`src/rtl/instr_fetch_pkg.sv`:
```
// Shared types for the Maluch fetch stage: instruction word layout, fetch FSM states.
// Optional HALT handling in instr_fetch is enabled by defining MALUCH_FETCH_HALT_EN.
package types;

  localparam int unsigned OPCODE_HI     = 15;
  localparam int unsigned OPCODE_LO     = 12;
  localparam int unsigned IMM_VALID_BIT = 11;
  localparam int unsigned FUNCT_HI      = 10;
  localparam int unsigned FUNCT_LO      = 8;
  localparam int unsigned DEST_HI       = 7;
  localparam int unsigned DEST_LO       = 4;
  localparam int unsigned SRC_HI        = 3;
  localparam int unsigned SRC_LO        = 0;

  localparam logic [3:0] HALT_OPCODE = 4'hF;
  localparam logic [2:0] HALT_FUNCT  = 3'b111;

  typedef struct packed {
    logic [3:0]  opcode;
    logic        imm_valid;
    logic [2:0]  funct;
    logic [3:0]  dest_reg;
    logic [3:0]  src_reg;
    logic [15:0] imm;
  } instr_t;

  typedef enum logic [2:0] {
    IDLE = 3'd0,
    REQ  = 3'd1,
    OPW  = 3'd2,
    IMMW = 3'd3,
    OUT  = 3'd4,
    HALT = 3'd5
  } fetch_state_t;

  function automatic instr_t decode_first(input logic [15:0] w);
    instr_t i;
    i.opcode    = w[OPCODE_HI:OPCODE_LO];
    i.imm_valid = w[IMM_VALID_BIT];
    i.funct     = w[FUNCT_HI:FUNCT_LO];
    i.dest_reg  = w[DEST_HI:DEST_LO];
    i.src_reg   = w[SRC_HI:SRC_LO];
    i.imm       = 16'h0000;
    return i;
  endfunction

  function automatic logic is_halt(input instr_t i);
    return (i.opcode == HALT_OPCODE) && (i.funct == HALT_FUNCT);
  endfunction

endpackage

```
`src/rtl/instr_fetch_if.sv`:
```
// Bundle of instruction-memory, consumer handshake and redirect signals of the fetch stage.
interface instr_fetch_if;
  import types::*;

  logic        mem_req;
  logic [15:0] mem_addr;
  logic [15:0] mem_rdata;
  instr_t      instr;
  logic [15:0] instr_pc;
  logic        instr_valid;
  logic        instr_ready;
  logic        redirect_valid;
  logic [15:0] redirect_pc;
  logic        halted;

  modport master (
    output mem_req, mem_addr, instr, instr_pc, instr_valid, halted,
    input  mem_rdata, instr_ready, redirect_valid, redirect_pc
  );

  modport slave (
    input  mem_req, mem_addr, instr, instr_pc, instr_valid, halted,
    output mem_rdata, instr_ready, redirect_valid, redirect_pc
  );

endinterface

```
`src/rtl/instr_fetch.sv`:
```
// Maluch fetch stage: assembles one- or two-word instructions from synchronous memory.
// Define MALUCH_FETCH_HALT_EN to stop fetching after a HALT (opcode F, funct 7) is consumed.
module instr_fetch
  import types::*;
#(
  parameter logic [15:0] RESET_PC = 16'h0000
) (
  input  logic          clk,
  input  logic          rst,
  instr_fetch_if.master bus
);

  fetch_state_t state_q, state_d;
  logic [15:0]  pc_q, pc_d;
  instr_t       instr_q, instr_d;
  logic [15:0]  instr_pc_q, instr_pc_d;
  logic         mem_req_s;
  logic [15:0]  mem_addr_s;

  // Memory request depends only on state (and the opcode word for the imm prefetch).
  always_comb begin
    mem_req_s  = 1'b0;
    mem_addr_s = 16'h0000;
    case (state_q)
      REQ: begin
        mem_req_s  = 1'b1;
        mem_addr_s = pc_q;
      end
      OPW: begin
        if (bus.mem_rdata[IMM_VALID_BIT]) begin
          mem_req_s  = 1'b1;
          mem_addr_s = pc_q + 16'd1;
        end else begin
          mem_req_s  = 1'b0;
        end
      end
      default: mem_req_s = 1'b0;
    endcase
  end

  always_comb begin
    state_d    = state_q;
    pc_d       = pc_q;
    instr_d    = instr_q;
    instr_pc_d = instr_pc_q;
    if (bus.redirect_valid) begin
      // In-flight read data is dropped by leaving instr untouched.
      pc_d    = bus.redirect_pc;
      state_d = REQ;
    end else begin
      case (state_q)
        IDLE: state_d = REQ;
        REQ:  state_d = OPW;
        OPW: begin
          instr_d    = decode_first(bus.mem_rdata);
          instr_pc_d = pc_q;
          pc_d       = pc_q + 16'd1;
          if (bus.mem_rdata[IMM_VALID_BIT]) begin
            state_d = IMMW;
          end else begin
            state_d = OUT;
          end
        end
        IMMW: begin
          instr_d.imm = bus.mem_rdata;
          pc_d        = pc_q + 16'd1;
          state_d     = OUT;
        end
        OUT: begin
          if (bus.instr_ready) begin
`ifdef MALUCH_FETCH_HALT_EN
            state_d = is_halt(instr_q) ? HALT : REQ;
`else
            state_d = REQ;
`endif
          end else begin
            state_d = OUT;
          end
        end
`ifdef MALUCH_FETCH_HALT_EN
        HALT:    state_d = HALT;
`endif
        default: state_d = IDLE;
      endcase
    end
  end

  always_ff @(posedge clk or posedge rst) begin
    if (rst) begin
      state_q    <= IDLE;
      pc_q       <= RESET_PC;
      instr_q    <= '0;
      instr_pc_q <= 16'h0000;
    end else begin
      state_q    <= state_d;
      pc_q       <= pc_d;
      instr_q    <= instr_d;
      instr_pc_q <= instr_pc_d;
    end
  end

  assign bus.mem_req     = mem_req_s;
  assign bus.mem_addr    = mem_addr_s;
  assign bus.instr       = instr_q;
  assign bus.instr_pc    = instr_pc_q;
  assign bus.instr_valid = (state_q == OUT);
`ifdef MALUCH_FETCH_HALT_EN
  assign bus.halted      = (state_q == HALT);
`else
  assign bus.halted      = 1'b0;
`endif

endmodule

```
`src/flat_wrapper.sv`:
```
// flat-port wrapper written by rule: the top's interface ports become plain ports
module instr_fetch_flat import types::*;
#(
  parameter logic [15:0] RESET_PC = 16'h0000
)
  (clk, rst, bus_mem_req, bus_mem_addr, bus_instr, bus_instr_pc, bus_instr_valid, bus_halted, bus_mem_rdata, bus_instr_ready, bus_redirect_valid, bus_redirect_pc);
  instr_fetch_if bus_i ();
  input  logic clk;
  input  logic rst;
  output wire logic [$bits(bus_i.mem_req)-1:0] bus_mem_req;
  output wire logic [$bits(bus_i.mem_addr)-1:0] bus_mem_addr;
  output wire logic [$bits(bus_i.instr)-1:0] bus_instr;
  output wire logic [$bits(bus_i.instr_pc)-1:0] bus_instr_pc;
  output wire logic [$bits(bus_i.instr_valid)-1:0] bus_instr_valid;
  output wire logic [$bits(bus_i.halted)-1:0] bus_halted;
  input wire logic [$bits(bus_i.mem_rdata)-1:0] bus_mem_rdata;
  input wire logic [$bits(bus_i.instr_ready)-1:0] bus_instr_ready;
  input wire logic [$bits(bus_i.redirect_valid)-1:0] bus_redirect_valid;
  input wire logic [$bits(bus_i.redirect_pc)-1:0] bus_redirect_pc;
  assign bus_mem_req = bus_i.mem_req;
  assign bus_mem_addr = bus_i.mem_addr;
  assign bus_instr = bus_i.instr;
  assign bus_instr_pc = bus_i.instr_pc;
  assign bus_instr_valid = bus_i.instr_valid;
  assign bus_halted = bus_i.halted;
  assign bus_i.mem_rdata = bus_mem_rdata;
  assign bus_i.instr_ready = bus_instr_ready;
  assign bus_i.redirect_valid = bus_redirect_valid;
  assign bus_i.redirect_pc = bus_redirect_pc;
  instr_fetch #(.RESET_PC(RESET_PC)) u_core (.clk(clk), .rst(rst), .bus(bus_i));
endmodule
```
`config.mk`:
```
export PLATFORM = sky130hd
export DESIGN_NAME = instr_fetch_flat
export DESIGN_NICKNAME = d
export VERILOG_FILES = /design/src/rtl/instr_fetch_pkg.sv /design/src/rtl/instr_fetch_if.sv /design/src/rtl/instr_fetch.sv /design/src/flat_wrapper.sv
export SDC_FILE = /design/constraint.sdc
export NUM_CORES = 1
export LEC_CHECK = 0
export BUFFER_PORTS_ARGS = -buffer_cell sky130_fd_sc_hd__buf_2
export CORE_AREA = 4 4 84 86
export DETAILED_ROUTE_END_ITERATION = 8
export DIE_AREA = 0 0 88 90
export PLACE_DENSITY = 0.91
export SLEW_MARGIN = 25
export SYNTH_ARGS = -nofsm -noshare
export SYNTH_HDL_FRONTEND = slang
export SYNTH_SLANG_ARGS = --single-unit
```
`constraint.sdc`:
```
create_clock -name clk -period 4.15 [get_ports clk]
set_clock_uncertainty 0.2 [all_clocks]
set_input_delay 0.2075 -clock clk [delete_from_list [all_inputs] [get_ports clk]]
set_output_delay 0.2075 -clock clk [all_outputs]
set_load 0.01 [all_outputs]
```
# Word-level counts from Yosys, hierarchy flattened
# Cells that the tools add are included.
word_totals:
  ramBits: 0
  register_bits: 67
  word_cells: 32
  mem_count: 0
  romBits: 0
  latchBits: 0
  in_bits: 36
  output_inout_bits: 67
op_classes:
  div: 0
  n_mux: 11
  reduce_logical: 6
  bitwise_logic: 1
  n_eq_ne: 4
  order_cmp: 0
  shifts: 0
  multipliers: 0
  addsub: 1
ops:
  columns: ["op", "count"]
  rows:
  - ["$pmux 16 s2", 2]
  - ["$mux 16", 3]
  - ["$add 16x1->16 const B", 1]
  - ["$pmux 3 s5", 1]
  - ["$mux 3", 3]
  - ["$eq 3x2->1 const B", 2]
  - ["$reduce_and 2->1", 2]
  - ["$reduce_bool 2->1", 2]
  - ["$eq 3x1->1 const B", 1]
  - ["$eq 3x3->1 const B", 1]
  - ["$logic_not 3->1", 1]
  - ["$pmux 1 s2", 1]
  - ["$reduce_or 2->1", 1]
  - ["$mux 1", 1]
  - ["$not 1->1", 1]

# Depth between registers and ports, before layout
# Gate-level depths: netlist (run 1).
logic_depth:
  word_depth: 4
  ltp_mapped: 7
  ltp_nobuf: 5

# Worst setup path before layout (run 1)
# OpenSTA, ideal clock, no wires.
synth_path:
  kind: "register to output"
  startpoint: "register u_core.pc_q[0]"
  endpoint: "output bus_mem_addr[14]"
  path_slack_ns: 2.223
  t_required_ns: 3.743
  path_buffers: 0
  path_stages_with_launch: 6
  t_arrival_ns: 1.520
  path_cell_list: "dfrtp_1 -> ha_1 -> nand3_2 -> nor4_2 -> a21oi_1 -> a31oi_1"
synth_via:
  elab_chain_len: 3
synth_rtl:
  columns: ["element", "line", "rtl"]
  rows:
  - ["start: declaration", "instr_fetch.sv:14", "logic [15:0] pc_q, pc_d;"]
  - ["start signal: assignment", "instr_fetch.sv:96", "pc_q <= pc_d;"]
  - ["$add 16x1->16", "instr_fetch.sv:32", "mem_addr_s = pc_q + 16'd1;"]
  - ["$mux 16", "instr_fetch.sv:30", "if (bus.mem_rdata[IMM_VALID_BIT]) begin"]
  - ["$pmux 16 s2", "instr_fetch.sv:24", "case (state_q)"]
  - ["end: declaration", "flat_wrapper.sv:11", "output wire logic [$bits(bus_i.mem_addr)-1:0] bus_mem_addr;"]
# Every way passes these cells.

# Worst setup path after layout (run 1)
layout_path:
  startpoint: "register u_core.state_q[1]"
  endpoint: "register u_core.instr_pc_q[2], in the netlist u_core.bus.instr_pc[2]"
layout_via:
  elab_chain_len: 2
layout_rtl:
  columns: ["element", "line", "rtl"]
  rows:
  - ["start: declaration", "instr_fetch.sv:13", "fetch_state_t state_q, state_d;"]
  - ["start signal: assignment", "instr_fetch.sv:95", "state_q <= state_d;"]
  - ["$eq 3x2->1", "instr_fetch.sv:51", "case (state_q)"]
  - ["$reduce_and 2->1 (no source line)", null, null]
  - ["end signal: assignment", "instr_fetch.sv:98", "instr_pc_q <= instr_pc_d;"]
  - ["end: declaration", "instr_fetch.sv:16", "logic [15:0] instr_pc_q, instr_pc_d;"]
# Every way passes these cells.
# A chain may end at the register's enable or synchronous reset.

==> impl_results.md, run 1 <==
* Total power at 2.15 mW
* Logic pwr share at 29.3%
* Dpl hpwl at 5960 um
* Die X at 88 um
* Synthesized cell area at 3380 um2
* Crit path kind: reg -> reg
* Vias in the first global route at 3036
* CTS tree: done
* Seq/Total Area, Yosys at 49.6%
* Layout cells sized above 1 at 28.8%
* Top post-synthesis cells by area: dfrtp_1 50%, mux2_1 10%, nand2_1 6.4%
* Synthesized instance count at 330
* Crit end category: flop
* Fin util at 69.8%
* Fin area at 4380 um2
* NetSw at 0.735 mW
* DR vias/cell at 5.68
* Max_cap viols at 0
* Largest net degree at the start of global routing at 43
* Core area at 6280 um2
* Clk Latency, worst-skew pair at 0.34 ns
* Buffers on Ports at 101
* Minimum clock period at 2.88 ns
* GRT busiest layer: met2
* Clock tree buffer depth at 2
* Vias at 3022
* HP Class: in -> reg
* Data required time of the worst path at 4.17 ns
* Total Neg Setup Slack at 0 ns
* Avg Synthesized Cell Area at 10.2 um2
* IO Count at 103
* Post-synth EDFFs at 0
* Num rows at 29
* Final hold viol count at 0
* Setup violators final at 0
* Post-cts resize count at 0
* Top FF cell, synth: dfrtp_1
* DRC violations left at 0
* List of most frequent post-synthesis cells: 67 x dfrtp_1, 58 x nand2_1, 40 x o21ai_0, 30 x mux2_1, 10 x clkbuf_1
* DP Area at 3840 um2
* Slew of the pin with the lowest slew margin at 0.831 ns
* Antenna diodes at 0
* Area delta synth->final at 29.6%
* Antenna viol nets, final at 0
* Die height at 90 um
* First-pass DRT Iterations at 5
* Synth warn at 0
* Yosys cell types at 49
* FF-to-FF Start: u_core.state_q[1]$_DFF_PP0_
* Initial DRC Count at 168
* Initial core utilization at 53.9%
* Die area at 7920 um2
* Syn nets at 367
* Total Routing Usage GR at 23.4%
* RSZ-0062 raised after global routing: no
* Switching Fraction at 34.2%
* Wire per inst at 16.9 um
* CP Max Fanout at 33
* Met3 usage at 5.76%
* CTS Buf Count at 9
* P_leak at 2.04 nW
* Final Routed Wirelength at 8990 um
* Root buf cell: clkbuf_8
* Most frequent cell after synthesis: dfrtp_1
* Grt met1 use at 29.2%
* Crit share post-route at 69.4%
* TritonCTS sink count at 67
* FMAX at 347 MHz
* First-pass GRT wire length at 14600 um
* Worst Setup SP: u_core.state_q[1]$_DFF_PP0_
* Yosys reg bits at 67
* Status: finished, final reports clean
* Setup Buffers After CTS at 0
* Hold path startpoint: bus_redirect_valid
* Initial antenna violation count at 0
* Total gr overflow at 0
* CP Data Arrival Time at 2.90 ns
* Clock Power Share at 25.6%
* Post-synth top area share at 49.6%
* Asr flop ratio synth at 100%
* Reg power frac at 45.1%
* Clock-pin slew on the worst setup and hold paths at 0.08 ns
* Design internal power at 1.41 mW
* Nets at 487
* Synth area leader: dfrtp_1
* Critical Path Source Type: flop
* Global routing usage on met2 at 39.4%
* CTS H-Tree Depth at 3
* Peak supply drop at 303 uV
* Pins Over Slew Limit at 0
* PD cells at 490 nW/um2
* Final Wtd Congestion at 0.874
* Slew HR at 44.6%
what timing repair did:
action	CTS	global route
hold buffers	34	0
setup endpoints to repair	0	0
hold endpoints to repair	74	0
stage by stage:
stage	cells	hold WS, ns	setup WS, ns
floorplan	330	0.128	2.06
global placement	482	0.0606	1.38
detailed placement	482	0.0832	1.32
CTS	532	0.140	1.29
global route	532	0.171	0.989
finish	532	0.165	1.27
layer usage:
| metal | part of all wire [%] | up-vias |
|---|---|---|
| met4 | 1.6 | 0 |
| met1 | 39 | 1427 |
| met2 | 51 | 168 |
| met3 | 8.8 | 17 |
| met5 | 0 | - |
| li1 | - | 1410 |
sequential cells by signal, indices dropped and copies added (netlist names):
register,cells
u_core.bus.instr,32
u_core.bus.instr_pc,16
u_core.pc_q,16
u_core.state_q,3
worst paths after layout:
| check | end | slack, ns | cells past startpoint |
|---|---|---|---|
| max | u_core.bus.instr_pc[2]$_DFFE_PP0P_ | 1.27 | 6 |
| min | u_core.state_q[2]$_DFF_PP0_ | 0.16 | 2 |
| max reg2reg | u_core.bus.instr_pc[2]$_DFFE_PP0P_ | 1.27 | 6 |
| min reg2reg | u_core.bus.instr[13]$_DFFE_PP0P_ | 0.28 | 2 |
| max in group asynchronous | u_core.pc_q[6]$_DFFE_PP0P_ | 2.55 | 4 |
| min in group asynchronous | u_core.bus.instr[29]$_DFFE_PP0P_ | 0.27 | 3 |
cells by family (layout without fill, tap and decap cells):
family                   after synthesis  after routing  share of synthesized area [%]
AND/OR/NAND/NOR                      111            111                           17.4
AO/OA/AOI/OAI                         71             71                           12.6
flip-flops                            67             67                           49.6
multiplexers                          35             35                           11.5
buffers and inverters                 32            157                           5.33
XOR/XNOR                              12             12                           3.11
adder cells (fa/ha/maj)                1              1                          0.370
other                                  1              1                          0.111
final cells by class:
class                      instances  area [um2]
clock inverter                     7        76.3
timing repair buffer             139         876
tap                               77        96.3
inverter                           2        7.51
multi-input combinational        231        1530
fill                             463        1900
clock buffer                       9         124
sequential                        67        1680
placed cells by master, fill, tap and decap left out, types with 3 or more instances in the layout:
cell type      instances
buf_2                101
dfrtp_1               67
nand2_1               58
o21ai_0               40
dlygate4sd3_1         34
mux2_1                30
xnor2_1                9
nand4_1                9
clkbuf_8               9
nand3_1                6
a21oi_1                6
nand2b_1               5
o31a_1                 5
nor2_1                 4
nor3_1                 4
nor4_1                 4
o31ai_1                4
buf_4                  4
nor2b_1                3
mux2i_1                3
xor2_1                 3
and4_1                 3
nor3b_1                3
a31oi_1                3
o311ai_0               3
power by group through the flow:
stage | Sequential (mW) | Combinational [mW] | Clock (mW)
6_report | 0.969 | 0.629 | 0.550
5_1_grt | 0.993 | 0.700 | 0.591
4_1_cts | 0.969 | 0.631 | 0.559
3_5_place_dp | 0.981 | 0.605 | 0
3_3_place_gp | 0.968 | 0.578 | 0
2_1_floorplan | 1.03 | 0.269 | 0
worst max-delay path, cell delays in order (launching register included):
cell and delay [ns]:
dfrtp_1 0.50, nor2b_1 0.59, nand2b_2 0.09, buf_4 0.24
nor2_4 0.42, buf_4 0.35, mux2_1 0.36
No activity file was read; power rests on OpenSTA's default activity.
==> run 2: changes to the inputs <==
--- a/config.mk
+++ b/config.mk
@@ -6,10 +6,10 @@
 export NUM_CORES = 1
 export LEC_CHECK = 0
 export BUFFER_PORTS_ARGS = -buffer_cell sky130_fd_sc_hd__buf_2
-export CORE_AREA = 4 4 84 86
+export CORE_AREA = 4 4 87 89
 export DETAILED_ROUTE_END_ITERATION = 8
-export DIE_AREA = 0 0 88 90
-export PLACE_DENSITY = 0.91
+export DIE_AREA = 0 0 91 93
+export PLACE_DENSITY = 0.86
 export SLEW_MARGIN = 25
 export SYNTH_ARGS = -nofsm -noshare
 export SYNTH_HDL_FRONTEND = slang
==> constraint.sdc (replaced) <==
create_clock -name clk -period 3 [get_ports clk]
set_clock_uncertainty 0.2 [all_clocks]
set_input_delay 0.15 -clock clk [delete_from_list [all_inputs] [get_ports clk]]
set_output_delay 0.15 -clock clk [all_outputs]
set_load 0.01 [all_outputs]
==> run 2 against run 1 <==
Die area rose by 6.9%. Largest cell class unchanged. Clock-buffer cell count rose by 5. Via count fell by 0.53%. Global-route usage fell by 0.90 points. Combinational power rose by 39%. First-iteration DRC count rose by 33%. Critical path depth fell by 1.
==> impl_results.md, run 2 (synthesized netlist as in run 1, its figures left out) <==
* Critical Path Source Type: flop (unchanged)
* Buffers on Ports at 101 (unchanged)
* FMAX at 380 MHz
* Peak supply drop at 383 uV (was 303 uV)
* Max_cap viols at 0 (unchanged)
* CP Max Fanout at 13 (was 33)
* Hold Worst Slack at 0.0675 ns (was 0.165 ns)
* Data required time of the worst path at 2.65 ns (was 4.17 ns)
* P_leak at 2.07 nW (was 2.04 nW)
* Layout cells sized above 1 at 28.7% (was 28.8%)
* Vias in the first global route at 3072 (was 3036)
* Clk Latency, worst-skew pair at 0.34 ns (about the same)
* Max reg flops at 32 (unchanged)
* Minimum clock period at 2.63 ns
* Total Neg Setup Slack at 0 ns (unchanged)
* CTS Buf Count at 9 (unchanged)
* Largest net degree at the start of global routing at 37 (was 43)
* CTS H-Tree Depth at 3 (unchanged)
* Worst reg-to-reg setup slack at 0.86 ns (was 1.27 ns)
* Commonest non-fill, non-tap cell in the layout: buf_2 (unchanged)
* Most frequent cells in the layout: 101 x buf_2, 67 x dfrtp_1, 58 x nand2_1 (unchanged)
* Final WS setup at 0.366 ns (was 1.27 ns)
* Antenna diodes at 0 (unchanged)
* Final hold viol count at 0 (unchanged)
* Initial antenna violation count at 0 (unchanged)
* DR vias/cell at 5.57 (was 5.68)
* Num rows at 30 (was 29)
* Layout Cells excl Fill at 540 (was 532)
* Placed insts at 490 (was 482)
* Dpl hpwl at 6070 um (was 5960 um)
* Core area at 6760 um2 (was 6280 um2)
* Fin util at 65.3% (was 69.8%)
* Final Routed Wirelength at 9180 um (was 8990 um)
* Antenna viol nets, final at 0 (unchanged)
* DP Area at 3880 um2 (was 3840 um2)
* PD cells at 673 nW/um2 (was 490 nW/um2)
* Die area at 8460 um2 (was 7920 um2)
* Crit path kind: reg -> out (was reg -> reg)
* Clock-pin slew on the worst setup and hold paths at 0.07 ns (was 0.08 ns)
* Worst Setup SP: u_core.state_q[0]$_DFF_PP0_ (was u_core.state_q[1]$_DFF_PP0_)
* Vias at 3006 (was 3022)
* FF-to-FF Start: u_core.pc_q[0]$_DFFE_PP0P_ (was u_core.state_q[1]$_DFF_PP0_)
* DRC violations left at 0 (unchanged)
* HP Class: in -> async (was in -> reg)
* Total Routing Usage GR at 22.5% (was 23.4%)
* Total power at 2.97 mW (was 2.15 mW)
* TritonCTS sink count at 67 (unchanged)
* Setup Buffers After CTS at 0 (unchanged)
* Clock tree buffer depth at 2 (unchanged)
* Nets at 492 (was 487)
* Initial core utilization at 50.1% (was 53.9%)
* Root buf cell: clkbuf_8 (unchanged)
* Crit share post-route at 87.8%
* First-pass GRT wire length at 15100 um (was 14600 um)
* Setup violators final at 0 (unchanged)
* RSZ-0062 raised after global routing: no (unchanged)
* Area delta synth->final at 30.4% (was 29.6%)
* First-pass DRT Iterations at 5 (unchanged)
* Crit end category: output port (was flop)
* CP Data Arrival Time at 2.28 ns (was 2.90 ns)
* Slew of the pin with the lowest slew margin at 0.588 ns (was 0.831 ns)
* Wire per inst at 17.0 um (was 16.9 um)
* Die X at 91 um (was 88 um)
* Slew HR at 60.8% (was 44.6%)
* Pins Over Slew Limit at 0 (unchanged)
* Fin area at 4410 um2 (was 4380 um2)
* Pre-CTS WS at 0.851 ns (was 1.32 ns)
* IO Count at 103 (unchanged)
* Die height at 93 um (was 90 um)
* Initial DRC Count at 224 (was 168)
* Final Wtd Congestion at 0.915 (was 0.874)
* Status: finished, final reports clean (unchanged)
* Total gr overflow at 0 (unchanged)
* CTS tree: done (unchanged)
-- run 2: cell count changes in the layout (fill, tap and decap cells not counted) --
cell and change:
buf_4 +5, clkbuf_1 +4, clkbuf_8 +1, clkinv_4 -1
clkinvlp_4 -2, inv_6 -2
-- run 2: final timing paths --
path	endpoint	cells past startpoint
min	u_core.bus.instr[11]$_DFFE_PP0P_	3
min reg2reg	u_core.bus.instr[2]$_DFFE_PP0P_	2
max reg2reg	u_core.pc_q[14]$_DFFE_PP0P_	5
max in group asynchronous	u_core.pc_q[13]$_DFFE_PP0P_	4
min in group clk	u_core.state_q[2]$_DFF_PP0_	2
max	bus_mem_addr[10]	5
-- run 2: metal layers --
metal / track usage (%) / wire, um
met5: 0 / 0
met4: 9.80 / 201
met3: 4.18 / 810
met2: 37.2 / 4370
met1: 28.9 / 3790
-- run 2: repair_timing --
action,4_1_cts,5_1_grt
gates resized for setup,0,0
endpoints found under the hold margin,117,0
hold buffers,34,0
endpoints found under the setup margin,0,0
-- run 2: power breakdown --
group / leakage (nW) / switching [mW] / internal (mW)
Combinational: 1.15 / 0.464 / 0.408
Clock: 0.0947 / 0.341 / 0.407
Sequential: 0.827 / 0.186 / 1.16
-- run 2: cell type report --
type | instances | area [um2]
fillers | 519 | 2350
flip-flops and latches | 67 | 1680
multi-input cells | 231 | 1530
repair buffers | 144 | 913
clock buffers | 14 | 153
well taps | 80 | 100
clock inverters | 2 | 35.0
inverters | 2 | 7.51
-- run 2: critical path: stages (launching register included) --
cell	delay (ns)
dfrtp_1	0.48
nand4bb_1	0.60
nand2_1	0.32
o311ai_0	0.22
o31ai_1	0.14
buf_2	0.19
==> run 3: changes to the inputs <==
--- a/config.mk
+++ b/config.mk
@@ -10,7 +10,7 @@
 export DETAILED_ROUTE_END_ITERATION = 8
 export DIE_AREA = 0 0 91 93
 export PLACE_DENSITY = 0.86
-export SLEW_MARGIN = 25
+export RECOVER_POWER = 25
 export SYNTH_ARGS = -nofsm -noshare
 export SYNTH_HDL_FRONTEND = slang
 export SYNTH_SLANG_ARGS = --single-unit
==> run 3 against run 2 <==
Sequential share of layout area rose by 0.23 points. Worst hold slack improved by 0.021 ns. Critical path depth increased by 1. Cell area is 0.60% lower. Critical endpoint unchanged. Highest routed layer unchanged.
==> impl_results.md, run 3 (synthesized netlist as in run 1, its figures left out) <==
* Switching Fraction at 33.7% (was 33.4%)
* CTS tree: done (unchanged)
* Most frequent cells in the layout: 83 x buf_2, 67 x dfrtp_1, 58 x nand2_1 (was 101 x buf_2, 67 x dfrtp_1, 58 x nand2_1)
* FMAX at 378 MHz (was 380 MHz)
* Num rows at 30 (unchanged)
* TritonCTS sink count at 67 (unchanged)
* Core area at 6760 um2 (unchanged)
* Clk Latency, worst-skew pair at 0.34 ns (about the same)
* CTS H-Tree Depth at 3 (unchanged)
* Status: finished, final reports clean (unchanged)
* Crit share post-route at 88.2% (was 87.8%)
* Largest net degree at the start of global routing at 37 (unchanged)
* Clock Power Share at 25.4% (was 25.2%)
* HP Class: in -> reg (was in -> async)
* Crit end category: output port (unchanged)
* Total Routing Usage GR at 22.5% (unchanged)
* Vias in the first global route at 3072 (unchanged)
* Pre-CTS WS at 0.851 ns (unchanged)
* Multi-input gate area in the final layout at 1530 um2 (unchanged)
* Dpl hpwl at 6070 um (unchanged)
* Worst reg-to-reg setup slack at 0.86 ns (about the same)
* Minimum clock period at 2.65 ns (was 2.63 ns)
* Total gr overflow at 0 (unchanged)
* Fin area at 4380 um2 (was 4410 um2)
* CTS Buf Count at 9 (unchanged)
* DR vias/cell at 5.58 (was 5.57)
* FF-to-FF path depth at 5 (unchanged)
* Final hold viol count at 0 (unchanged)
* Peak supply drop at 375 uV (was 383 uV)
* Nets at 492 (unchanged)
* Worst r2r dst: u_core.pc_q[14]$_DFFE_PP0P_ (unchanged)
* Hold path startpoint: bus_redirect_valid
* Data required time of the worst path at 2.65 ns (about the same)
* Pins Over Slew Limit at 0 (unchanged)
* Crit path kind: reg -> out (unchanged)
* WHS Endpoint: u_core.state_q[2]$_DFF_PP0_
* NetSw at 0.994 mW (was 0.991 mW)
* PD cells at 672 nW/um2 (was 673 nW/um2)
* Buffers on Ports at 101 (unchanged)
* Total power at 2.95 mW (was 2.97 mW)
* Logic pwr share at 28.8% (was 29.4%)
* Slew of the pin with the lowest slew margin at 1.20 ns (was 0.588 ns)
* First-pass DRT Iterations at 5 (unchanged)
* CP Data Arrival Time at 2.30 ns (was 2.28 ns)
* Antenna diodes at 0 (unchanged)
* Max reg flops at 32 (unchanged)
* Max_cap viols at 0 (unchanged)
* Hold Crit Depth at 2
* Root buf cell: clkbuf_8 (unchanged)
* P_leak at 2.01 nW (was 2.07 nW)
* Initial DRC Count at 269 (was 224)
* Slew HR at 20.3% (was 60.8%)
* Clock tree buffer depth at 2 (unchanged)
* Final Routed Wirelength at 9210 um (was 9180 um)
* Final WS setup at 0.354 ns (was 0.366 ns)
* Die X at 91 um (unchanged)
* Commonest non-fill, non-tap cell in the layout: buf_2 (unchanged)
* Final Wtd Congestion at 0.915 (unchanged)
* Area delta synth->final at 29.6% (was 30.4%)
* Reg power frac at 45.9% (was 45.4%)
* Design internal power at 1.95 mW (was 1.98 mW)
* Antenna viol nets, final at 0 (unchanged)
* Wire per inst at 17.1 um (was 17.0 um)
* Register area at 1680 um2 (unchanged)
* Initial core utilization at 50.1% (unchanged)
* Setup Buffers After CTS at 0 (unchanged)
* IO Count at 103 (unchanged)
* Layout cells sized above 1 at 24.3% (was 28.7%)
* First-pass GRT wire length at 15100 um (unchanged)
* Total Neg Setup Slack at 0 ns (unchanged)
* Vias at 3011 (was 3006)
* DP Area at 3880 um2 (unchanged)
* Initial antenna violation count at 0 (unchanged)
* FILL cells at 527 (was 519)
* DRC violations left at 0 (unchanged)
* Die area at 8460 um2 (unchanged)
* CP Max Fanout at 8 (was 13)
* RSZ-0062 raised after global routing: no (unchanged)
* FF-to-FF Start: u_core.pc_q[0]$_DFFE_PP0P_ (unchanged)
* Setup violators final at 0 (unchanged)
* Critical Path Source Type: flop (unchanged)
* Clock-pin slew on the worst setup and hold paths at 0.07 ns (about the same)
* Die height at 93 um (unchanged)
run 3: cell types whose count changed in the layout (fill, tap and decap cells not counted):
cell	change
inv_1	+1
clkbuf_1	+19
buf_2	-18
buf_4	-1
inv_2	-1
run 3: area by class of cell:
class / count / area share (%)
clock inverters: 2 / 0.799
clock buffers: 14 / 3.48
multi-input cells: 231 / 34.8
flip-flops and latches: 67 / 38.2
inverters: 2 / 0.171
repair buffers: 144 / 20.2
well taps: 80 / 2.28
run 3: worst max-delay path, stage by stage (launching register included):
cell	delay [ns]
dfrtp_1	0.47
ha_1	0.29
and3_1	0.27
nand2_1	0.12
o311ai_0	0.48
o31ai_1	0.16
buf_2	0.17
run 3: layer usage:
| layer | part of all wire (%) | global-route usage [%] |
|---|---|---|
| met5 | 0 | 0 |
| met4 | 2.5 | 9.80 |
| met3 | 8.1 | 4.18 |
| met2 | 47 | 37.2 |
| met1 | 43 | 28.9 |
run 3: worst max-delay path by stage:
stage	start	end	slack, ns	depth (start not counted)
finish	u_core.pc_q[0]$_DFFE_PP0P_	bus_mem_addr[10]	0.35	6
global route	u_core.pc_q[0]$_DFFE_PP0P_	bus_mem_addr[14]	0.19	6
CTS	u_core.pc_q[0]$_DFFE_PP0P_	bus_mem_addr[10]	0.40	6
detailed placement	u_core.state_q[1]$_DFF_PP0_	u_core.bus.instr_pc[9]$_DFFE_PP0P_	0.85	5
global placement	u_core.pc_q[0]$_DFFE_PP0P_	bus_mem_addr[14]	0.89	6
floorplan	rst	u_core.bus.instr[0]$_DFFE_PP0P_	0.97	1
run 3: what timing repair did:
action                                 CTS  global route
endpoints found under the hold margin  117             0
hold buffers                            34             0
resized for setup                        0             0
run 3: power groups by stage:
| stage | Sequential, mW | Combinational, mW | Clock, mW |
|---|---|---|---|
| after floorplan | 1.42 | 0.372 | 0 |
| after global placement | 1.35 | 0.812 | 0 |
| after detailed placement | 1.36 | 0.837 | 0 |
| after CTS | 1.34 | 0.877 | 0.759 |
| after global routing | 1.39 | 0.931 | 0.808 |
| final | 1.35 | 0.847 | 0.747 |
run 3: stage by stage:
step / hold WS, ns / std cells / util (%)
final: 0.0884 / 540 / 64.9
after global routing: 0.140 / 540 / 64.9
after CTS: 0.0588 / 540 / 65.3
after detailed placement: -0.122 / 490 / 57.5
after global placement: -0.128 / 490 / 57.5
after floorplan: 0.0710 / 330 / -
